--- src/rtl/breakout_sound_pkg.sv ---
// Shared definitions for the breakout sound scheduler: event IDs, state
// encoding, the per-event tone/duration tables and width defaults.
package breakout_sound_pkg;

  localparam int HALF_W_DEF = 16;
  localparam int DUR_W_DEF  = 5;

  localparam logic [1:0] ID_WALL   = 2'd0;
  localparam logic [1:0] ID_PADDLE = 2'd1;
  localparam logic [1:0] ID_BRICK  = 2'd2;
  localparam logic [1:0] ID_LIFE   = 2'd3;

  typedef enum logic {
    ST_IDLE,
    ST_PLAY
  } state_e;

  // Indexed by event ID; element 0 is the rightmost entry.
  localparam logic [3:0][31:0] HALF_TABLE = {32'd50000, 32'd8333, 32'd25000, 32'd12500};
  localparam logic [3:0][31:0] DUR_TABLE  = {32'd30, 32'd4, 32'd3, 32'd2};

  // Fixed priority: the highest-numbered pending event wins.
  function automatic logic [1:0] highest_id(input logic [3:0] pend);
    logic [1:0] id;
    id = ID_WALL;
    if (pend[ID_PADDLE]) id = ID_PADDLE;
    if (pend[ID_BRICK])  id = ID_BRICK;
    if (pend[ID_LIFE])   id = ID_LIFE;
    return id;
  endfunction

endpackage

--- src/rtl/sound_tone_gen.sv ---
// Half-period divider producing the square-wave tone level. A load restarts
// the phase high; while running the level toggles every half_i clocks.
module sound_tone_gen #(
  parameter int HALF_W = 16
) (
  input  logic              clk,
  input  logic              rst,
  input  logic              en_i,
  input  logic              load_i,
  input  logic              run_i,
  input  logic              clear_i,
  input  logic [HALF_W-1:0] half_i,
  output logic              level_o
);

  logic [HALF_W-1:0] cnt_q, cnt_d;
  logic [HALF_W-1:0] reload;
  logic              level_q, level_d;

  assign reload = half_i - HALF_W'(1);

  always_comb begin
    // NOTE: every output gets a default first so no path leaves it unassigned (no latch).
    cnt_d   = cnt_q;
    level_d = level_q;
    if (clear_i) begin
      cnt_d   = '0;
      level_d = 1'b0;
    end else if (load_i) begin
      cnt_d   = reload;
      level_d = 1'b1;
    end else if (run_i) begin
      if (cnt_q == '0) begin
        cnt_d   = reload;
        level_d = ~level_q;
      end else begin
        cnt_d = cnt_q - HALF_W'(1);
      end
    end
  end

  always_ff @(posedge clk) begin
    // NOTE: non-blocking assignments so every register samples pre-edge values.
    if (rst) begin
      cnt_q   <= '0;
      level_q <= 1'b0;
    end else if (en_i) begin
      cnt_q   <= cnt_d;
      level_q <= level_d;
    end
  end

  assign level_o = level_q;

endmodule

--- src/rtl/sound_scheduler.sv ---
// Sound effect scheduler: latches event requests, arbitrates by fixed
// priority, times each effect in video frames and gates the tone output.
module sound_scheduler
  import breakout_sound_pkg::*;
#(
  parameter int HALF_W = HALF_W_DEF,
  parameter int DUR_W  = DUR_W_DEF
) (
  input  logic       clk,
  input  logic       rst,
  input  logic       en,
  input  logic       vblank,
  input  logic       mute,
  input  logic [3:0] req,
  output logic       sound_out,
  output logic       busy,
  output logic [1:0] active_id
);

  state_e           state_q, state_d;
  logic [3:0]       pending_q, pending_d;
  logic [DUR_W-1:0] dur_q, dur_d;
  logic [1:0]       active_q, active_d;
  logic             vblank_q;

  logic             tick;
  logic             any_pending;
  logic [1:0]       top_id;
  logic             grant;
  logic             finish;
  logic [1:0]       tone_id;
  logic [HALF_W-1:0] half_sel;
  logic             tone_level;

  assign tick        = vblank & ~vblank_q;
  assign any_pending = |pending_q;
  assign top_id      = highest_id(pending_q);

  always_comb begin
    state_d   = state_q;
    pending_d = pending_q;
    dur_d     = dur_q;
    active_d  = active_q;
    grant     = 1'b0;
    finish    = 1'b0;

    unique case (state_q)
      ST_IDLE: grant = any_pending;
      ST_PLAY: begin
        // End of effect wins over preemption; pending work waits one idle cycle.
        if (tick && dur_q == DUR_W'(1)) begin
          finish = 1'b1;
        end else if (any_pending && top_id >= active_q) begin
          grant = 1'b1;
        end else if (tick) begin
          dur_d = dur_q - DUR_W'(1);
        end
      end
      default: state_d = ST_IDLE;
    endcase

    if (grant) begin
      state_d   = ST_PLAY;
      active_d  = top_id;
      dur_d     = DUR_W'(DUR_TABLE[top_id]);
      pending_d = pending_q & ~(4'b0001 << top_id);
    end
    if (finish) begin
      state_d  = ST_IDLE;
      active_d = 2'd0;
      dur_d    = '0;
    end

    // A request arriving on a grant edge is kept, even for the granted ID.
    pending_d = pending_d | req;
  end

  always_ff @(posedge clk) begin
    if (rst) begin
      state_q   <= ST_IDLE;
      pending_q <= '0;
      dur_q     <= '0;
      active_q  <= 2'd0;
      vblank_q  <= 1'b0;
    end else if (en) begin
      state_q   <= state_d;
      pending_q <= pending_d;
      dur_q     <= dur_d;
      active_q  <= active_d;
      vblank_q  <= vblank;
    end
  end

  assign tone_id  = grant ? top_id : active_q;
  assign half_sel = HALF_W'(HALF_TABLE[tone_id]);

  sound_tone_gen #(
    .HALF_W(HALF_W)
  ) u_tone (
    .clk     (clk),
    .rst     (rst),
    .en_i    (en),
    .load_i  (grant),
    .run_i   (state_q == ST_PLAY),
    .clear_i (finish),
    .half_i  (half_sel),
    .level_o (tone_level)
  );

  assign busy      = (state_q == ST_PLAY);
  assign active_id = active_q;
  assign sound_out = tone_level & busy & ~mute & en;

endmodule

--- config.mk ---
export PLATFORM = sky130hd
export DESIGN_NAME = sound_scheduler
export DESIGN_NICKNAME = d
export VERILOG_FILES = /design/src/rtl/breakout_sound_pkg.sv /design/src/rtl/sound_tone_gen.sv /design/src/rtl/sound_scheduler.sv
export SDC_FILE = /design/constraint.sdc
export NUM_CORES = 1
export LEC_CHECK = 0
export ABC_AREA = 1
export CORE_UTILIZATION = 35
export DETAILED_ROUTE_END_ITERATION = 10
export GPL_TIMING_DRIVEN = 1
export PLACE_DENSITY = 0.62
export SYNTH_ARGS = -nofsm -noshare
export SYNTH_HDL_FRONTEND = slang
export SYNTH_SLANG_ARGS = --single-unit
--- constraint.sdc ---
create_clock -name clk -period 4 [get_ports clk]
set_clock_uncertainty 0.15 [all_clocks]
set_input_delay 0.8 -clock clk [delete_from_list [all_inputs] [get_ports clk]]
set_output_delay 0.8 -clock clk [all_outputs]
set_load 0.01 [all_outputs]
After elaboration in Yosys (flattened, before gate mapping)
Index checks and enable logic that the tools add are counted.
{"block": "totals", "out_inout_bits": 4, "elab_cells": 71, "ff_bits": 30, "inputBits": 9}
{"block": "classes", "n_reduce_logical": 12, "bitwise_logic": 11, "n_lt_le_gt_ge": 3, "add_sub_neg": 3, "n_eq_ne": 3, "n_mux": 31, "n_shift": 1}
{"operator": "32-bit binary-select mux with 2-bit select", "n": 2}
{"operator": "16-bit two-way mux", "n": 5}
{"operator": "5-bit two-way mux", "n": 7}
{"operator": "16-bit by 1-bit subtractor with 16-bit output, second input constant", "n": 2}
{"operator": "16-bit logical NOT", "n": 1}
{"operator": "1-bit two-way mux", "n": 11}
{"operator": "3-bit nonzero test", "n": 3}
{"operator": "2-bit two-way mux", "n": 4}
{"operator": "2-bit by 3-bit less-than comparator with 1-bit output, second input constant", "n": 2}
{"operator": "3-bit != test, second input constant", "n": 2}
{"operator": "5-bit by 1-bit == test with 1-bit output, second input constant", "n": 1}
{"operator": "5-bit AND reduction", "n": 1}
{"operator": "5-bit by 1-bit subtractor with 5-bit output, second input constant", "n": 1}
{"operator": "1-bit bitwise AND", "n": 4}
{"operator": "4-bit bitwise AND", "n": 1}
{"operator": "4-bit two-way mux", "n": 1}
{"operator": "1-bit inverter", "n": 4}
{"operator": "4-bit inverter", "n": 1}
{"operator": "4-bit OR", "n": 1}
{"operator": "2-bit AND reduction", "n": 2}
{"operator": "4-bit OR reduction", "n": 1}
{"operator": "1-bit by 2-bit << shifter with 4-bit output, first input constant", "n": 1}
{"operator": "3-bit AND reduction", "n": 1}
{"operator": "2-bit greater-or-equal comparator", "n": 1}
{"operator": "other kinds (3)", "n": 4}

Logic depth before layout (Yosys ltp)
{"block": "logic_depth", "word_depth": 16, "depth_mapped": 19, "ltp_nobuf": 19}

Cells and area by module
Synthesis repeated with hierarchy kept, for this count alone.
{"block": "hier_totals", "hier_cells": 402, "area_unflattened_um2": 2595.0}
{"module": "sound_tone_gen", "area_per_inst_um2": 1584.0, "cells_per_inst": 267, "n_inst": 1, "seq_area_each_um2": 340.3}
{"module": "sound_scheduler", "area_per_inst_um2": 1011.0, "cells_per_inst": 135, "n_inst": 1, "seq_area_each_um2": 260.2}

Worst setup path before layout
No wires, ideal clock.
{"block": "synth_timing", "path_type": "register to register", "start": "register pending_q[1]", "end": "register u_tone.cnt_q[6]", "required_time_ns": 3.780, "stages_incl_launch_ff": 18, "t_arrival_ns": 2.272, "synth_period_minus_slack_ns": 2.492, "slack_ns": 1.508, "setup_time_ns": 0.070, "path_buffers": 0, "path_cell_list": "dfxtp_1 inv_1 o21ai_0 inv_1 ha_1 inv_1 nand2_1 nand2_1 nand2_1 nand2_4 nor2_4 nand2_1 o21ai_1 inv_2 ha_1 a21oi_1 o21ai_1 a21oi_1"}
{"block": "synth_via", "elab_chain_len": 16, "word_cells_on_any_way": 19, "classes_between": "1 x add/sub; 1 x order compare; 13 x mux; 4 x reduce/logical"}
{"item": "start, declared", "line_no": "sound_scheduler.sv:21", "rtl": "logic [3:0] pending_q, pending_d;"}
{"item": "start signal, assigned", "line_no": "sound_scheduler.sv:87", "rtl": "pending_q <= pending_d;"}
{"item": "1-bit two-way mux", "line_no": "breakout_sound_pkg.sv:26", "rtl": "if (pend[ID_PADDLE]) id = ID_PADDLE;"}
{"item": "2-bit two-way mux", "line_no": "breakout_sound_pkg.sv:27", "rtl": "if (pend[ID_BRICK]) id = ID_BRICK;"}
{"item": "2-bit two-way mux", "line_no": "breakout_sound_pkg.sv:28", "rtl": "if (pend[ID_LIFE]) id = ID_LIFE;"}
{"item": "2-bit greater-or-equal comparator", "line_no": "sound_scheduler.sv:53", "rtl": "end else if (any_pending && top_id >= active_q) begin"}
{"item": "1-bit logical AND", "line_no": "sound_scheduler.sv:53"}
{"item": "1-bit two-way mux", "line_no": "sound_scheduler.sv:53"}
{"item": "1-bit two-way mux", "line_no": "sound_scheduler.sv:51", "rtl": "if (tick && dur_q == DUR_W'(1)) begin"}
{"item": "1-bit case mux with 2 select lines", "line_no": "sound_scheduler.sv:47", "rtl": "unique case (state_q)"}
{"item": "2-bit two-way mux"}
{"item": "32-bit binary-select mux with 2-bit select", "line_no": "sound_scheduler.sv:95", "rtl": "assign half_sel = HALF_W'(HALF_TABLE[tone_id]);"}
{"item": "16-bit two-way mux (implied by the code)", "line_no": "sound_scheduler.sv:95"}
{"item": "16-bit by 1-bit subtractor with 16-bit output", "line_no": "sound_tone_gen.sv:20", "rtl": "assign reload = half_i - HALF_W'(1);"}
{"item": "16-bit two-way mux", "line_no": "sound_tone_gen.sv:33", "rtl": "if (cnt_q == '0) begin"}
{"item": "16-bit two-way mux", "line_no": "sound_tone_gen.sv:32", "rtl": "end else if (run_i) begin"}
{"item": "16-bit two-way mux", "line_no": "sound_tone_gen.sv:29", "rtl": "end else if (load_i) begin"}
{"item": "16-bit two-way mux", "line_no": "sound_tone_gen.sv:26", "rtl": "if (clear_i) begin"}
{"item": "end signal, assigned", "line_no": "sound_tone_gen.sv:48", "rtl": "cnt_q <= cnt_d;"}
{"item": "end, declared", "line_no": "sound_tone_gen.sv:16", "rtl": "logic [HALF_W-1:0] cnt_q, cnt_d;"}
Parallel ways exist; a longest one is shown, timed or not. The select of a mux whose other input is x is not followed.
A chain may end at the register's enable or synchronous reset.

Final worst setup path
{"block": "layout_timing", "start": "input en", "end": "output sound_out"}
{"block": "layout_via", "elab_chain_len": 1}
{"item": "start, declared", "line_no": "sound_scheduler.sv:11", "rtl": "input logic en,"}
{"item": "1-bit bitwise AND", "line_no": "sound_scheduler.sv:112", "rtl": "assign sound_out = tone_level & busy & ~mute & en;"}
{"item": "end, declared", "line_no": "sound_scheduler.sv:15", "rtl": "output logic sound_out,"}
Every way passes these cells.

==> impl_metrics.env <==
export IMPL_status="completed"
export IMPL_wl_met3_um=171
export IMPL_drt_total_wl_um=5181
export IMPL_start_util=0.3701
export IMPL_setup_viol=0
export IMPL_fmax_mhz=287.0
export IMPL_wirelength_met1_um=2576
export IMPL_cts_resized=0
export IMPL_nets=355
export IMPL_synth_nets=342
export IMPL_grt_pass1_wl_um=8680
export IMPL_hold_violations=0
export IMPL_path_max_fanout=9
export IMPL_p_seq_frac=0.304
export IMPL_p_leak_nw=1.062
export IMPL_fillCellCount=590
export IMPL_hold_path_class="reg -> reg"
export IMPL_wire_per_inst_um=12.73
export IMPL_ys_ff_latch=30
export IMPL_internal_power_mw=0.7459
export IMPL_io_buffer_count=12
export IMPL_power_mw=1.290
export IMPL_drv_slew=0
export IMPL_hpwl_um=3843
export IMPL_highest_signal_layer="met4"
export IMPL_relSlewSlack=0.6764
export IMPL_grt_max_degree=19
export IMPL_cp_required_ns=3.05
export IMPL_dieHeight_um=79.24
export IMPL_dieArea_um2=6279
export IMPL_post_cts_buffers=0
export IMPL_netSwitchingPower_mw=0.5444
export IMPL_clkPwrFrac=0.236
export IMPL_gr_total_overflow=0
export IMPL_via_per_inst=4.941
export IMPL_end_kind="output pin"
export IMPL_grt_pass1_vias=1850
export IMPL_postSynthCellCount=321
export IMPL_cts_clk_slew_worst_paths_ns=0.07
export IMPL_clock_path_buffers=2
export IMPL_globalRouteTotalUtil=0.1803
export IMPL_period_needed_ns=3.485
export IMPL_p_per_area_nw_per_um2=544.2
export IMPL_synthesis_area_um2=2088
export IMPL_row_count=27
export IMPL_ys_seq_area_frac=0.2876
export IMPL_clock_sinks=30
export IMPL_antenna_found_initial=0
export IMPL_critical_path_class="in -> out"
export IMPL_worst_pin_slew_ns=0.4836
export IMPL_ys_warn_count=0
export IMPL_cts_tree="done"
export IMPL_cp_start_kind="primary input"
export IMPL_core_area_um2=5642
export IMPL_crit_arrival_ns=2.53
export IMPL_area_growth_syn_to_layout_pct=13.54
export IMPL_layout_drive_gt1_share=0.1015
export IMPL_p_comb_frac=0.460
export IMPL_dr_wl_met2_um=2327
export IMPL_root_buffer="clkbuf_8"
export IMPL_fin_crit_sh=0.8711
export IMPL_ir_drop_mv=0.2254
export IMPL_max_cap_viol_count=0
export IMPL_synth_cell_types=29
export IMPL_drc=0
export IMPL_ioPinCount=13
export IMPL_post_synth_cell_area_avg_um2=6.505
export IMPL_clock_latency_ns=0.29
export IMPL_cts_inserted_buffers=5
export IMPL_postRouteAntennaNets=0
export IMPL_die_w_um=79.24
export IMPL_antennaDiodeCount=0
export IMPL_rsz0062_at_grt="false"
export IMPL_drt_iter0_markers=95
export IMPL_place_gp_congestion=0.8818
export IMPL_drtPass1Iterations=4
export IMPL_cts_hold_buf=0
export IMPL_ctsHtreeMaxLevel=2
export IMPL_switching_share=0.4219
export IMPL_fin_setup_tns_ns=0
export IMPL_vias=2011
==> layout make-up <==
type                            count  area, um^2  area share
Multi-Input combinational cell    246        1300      0.5483
Timing Repair Buffer               14       135.1     0.05699
Inverter                           37       138.9     0.05858
Clock buffer                        7       76.32     0.03219
Clock inverter                      1       30.03     0.01266
Tap cell                           72       90.09     0.03799
Sequential cell                    30       600.6      0.2533
==> layout by cell type (no fill, tap or decap) <==
cell type         n
nand2_1          88
a21oi_1          32
dfxtp_1          30
inv_1            29
nor2_1           27
nand3_1          23
ha_1             12
clkdlybuf4s50_1  12
o21ai_0          11
o21ai_1          10
inv_2             8
xor2_1            8
nor2_2            7
clkbuf_8          5
nor3_1            4
nand2_2           3
nor2_4            3
o211ai_1          3
xnor2_1           3
nand2_4           2
nand4_1           2
nand3b_1          2
clkbuf_1          2
buf_4             2
nand3_2           1
nand4_2           1
nor4_1            1
a211oi_1          1
nor3_2            1
and3_1            1
bufinv_16         1
==> Yosys cell counts <==
| library cell | n | area, um^2 |
|---|---|---|
| o211ai_1 | 3 | 22.52 |
| nor3_2 | 1 | 10.01 |
| nand4_2 | 1 | 12.51 |
| o21ai_1 | 10 | 50.05 |
| dfxtp_1 | 30 | 600.6 |
| o21ai_0 | 11 | 55.05 |
| nand3_1 | 23 | 115.1 |
| a21oi_1 | 32 | 160.2 |
| buf_2 | 3 | 15.01 |
| nor4_1 | 1 | 6.260 |
| nor2_1 | 27 | 101.4 |
| nand2_4 | 2 | 22.52 |
| a211oi_1 | 1 | 7.510 |
| xnor2_1 | 3 | 26.28 |
| xor2_1 | 8 | 70.07 |
| nor2_4 | 3 | 33.78 |
| nand3b_1 | 2 | 15.01 |
| nand2_2 | 3 | 18.77 |
| ha_1 | 12 | 150.1 |
| buf_6 | 2 | 22.52 |
| inv_1 | 29 | 108.9 |
| nand3_2 | 1 | 10.01 |
| inv_2 | 8 | 30.03 |
| clkbuf_1 | 3 | 11.26 |
| nand4_1 | 2 | 12.51 |
| nor2_2 | 7 | 43.79 |
| nand2_1 | 88 | 330.3 |
| and3_1 | 1 | 6.260 |
| nor3_1 | 4 | 20.02 |
==> routing by layer <==
metal	vias to the layer above	global-route usage
met3	8	0.03103
li1	1059	-
met1	913	0.2333
met5	-	0
met4	0	0.07818
met2	31	0.2922
==> sequential cells by signal (all words and copies together) (netlist names) <==
register        cells
active_id           2
busy                1
dur_q               5
pending_q           4
u_tone.cnt_q       16
u_tone.level_o      1
vblank_q            1
==> path summary, 6_finish.rpt <==
kind,start,end,slack [ns],cells past startpoint
setup / recovery,en,sound_out,0.52,4
hold / removal,u_tone.cnt_q[1]$_SDFFE_PP0P_,u_tone.cnt_q[1]$_SDFFE_PP0P_,0.31,2
setup reg to reg,pending_q[3]$_SDFFE_PP0P_,u_tone.cnt_q[11]$_SDFFE_PP0P_,1.02,19
hold reg to reg,u_tone.cnt_q[1]$_SDFFE_PP0P_,u_tone.cnt_q[1]$_SDFFE_PP0P_,0.31,2
==> power groups by stage <==
stage | Combinational [mW] | Clock [mW] | Sequential, mW
floorplan | 0.486 | 0 | 0.387
detailed placement | 0.592 | 0 | 0.397
finish | 0.593 | 0.305 | 0.392
global route | 0.676 | 0.325 | 0.399
global placement | 0.588 | 0 | 0.398
CTS | 0.595 | 0.314 | 0.392
==> worst max-delay path, cell delays in order <==
cell and delay, ns:
clkdlybuf4s50_1 0.65, inv_1 0.21, nor4_1 0.29, clkdlybuf4s50_1 0.58
==> through the flow <==
step	util	instance area [um^2]	setup slack (ns)	hold WS, ns	instances
CTS	0.4203	2371	0.4973	0.3176	407
finish	0.4203	2371	0.5154	0.3149	407
global route	0.4203	2371	0.4204	0.3548	407
floorplan	-	2088	1.508	0.2935	321
global placement	0.4014	2265	0.5646	0.3033	399
detailed placement	0.4014	2265	0.4988	0.3052	399
==> cells by family after synthesis <==
group           count (synthesis)  share of synthesized area
buf+inv                        45                    0.08987
simple gates                  166                     0.3631
fa+ha+maj                      12                    0.07190
flops                          30                     0.2876
compound gates                 57                     0.1414
xor+xnor                       11                    0.04614
Power figures use the tool's default switching activity.
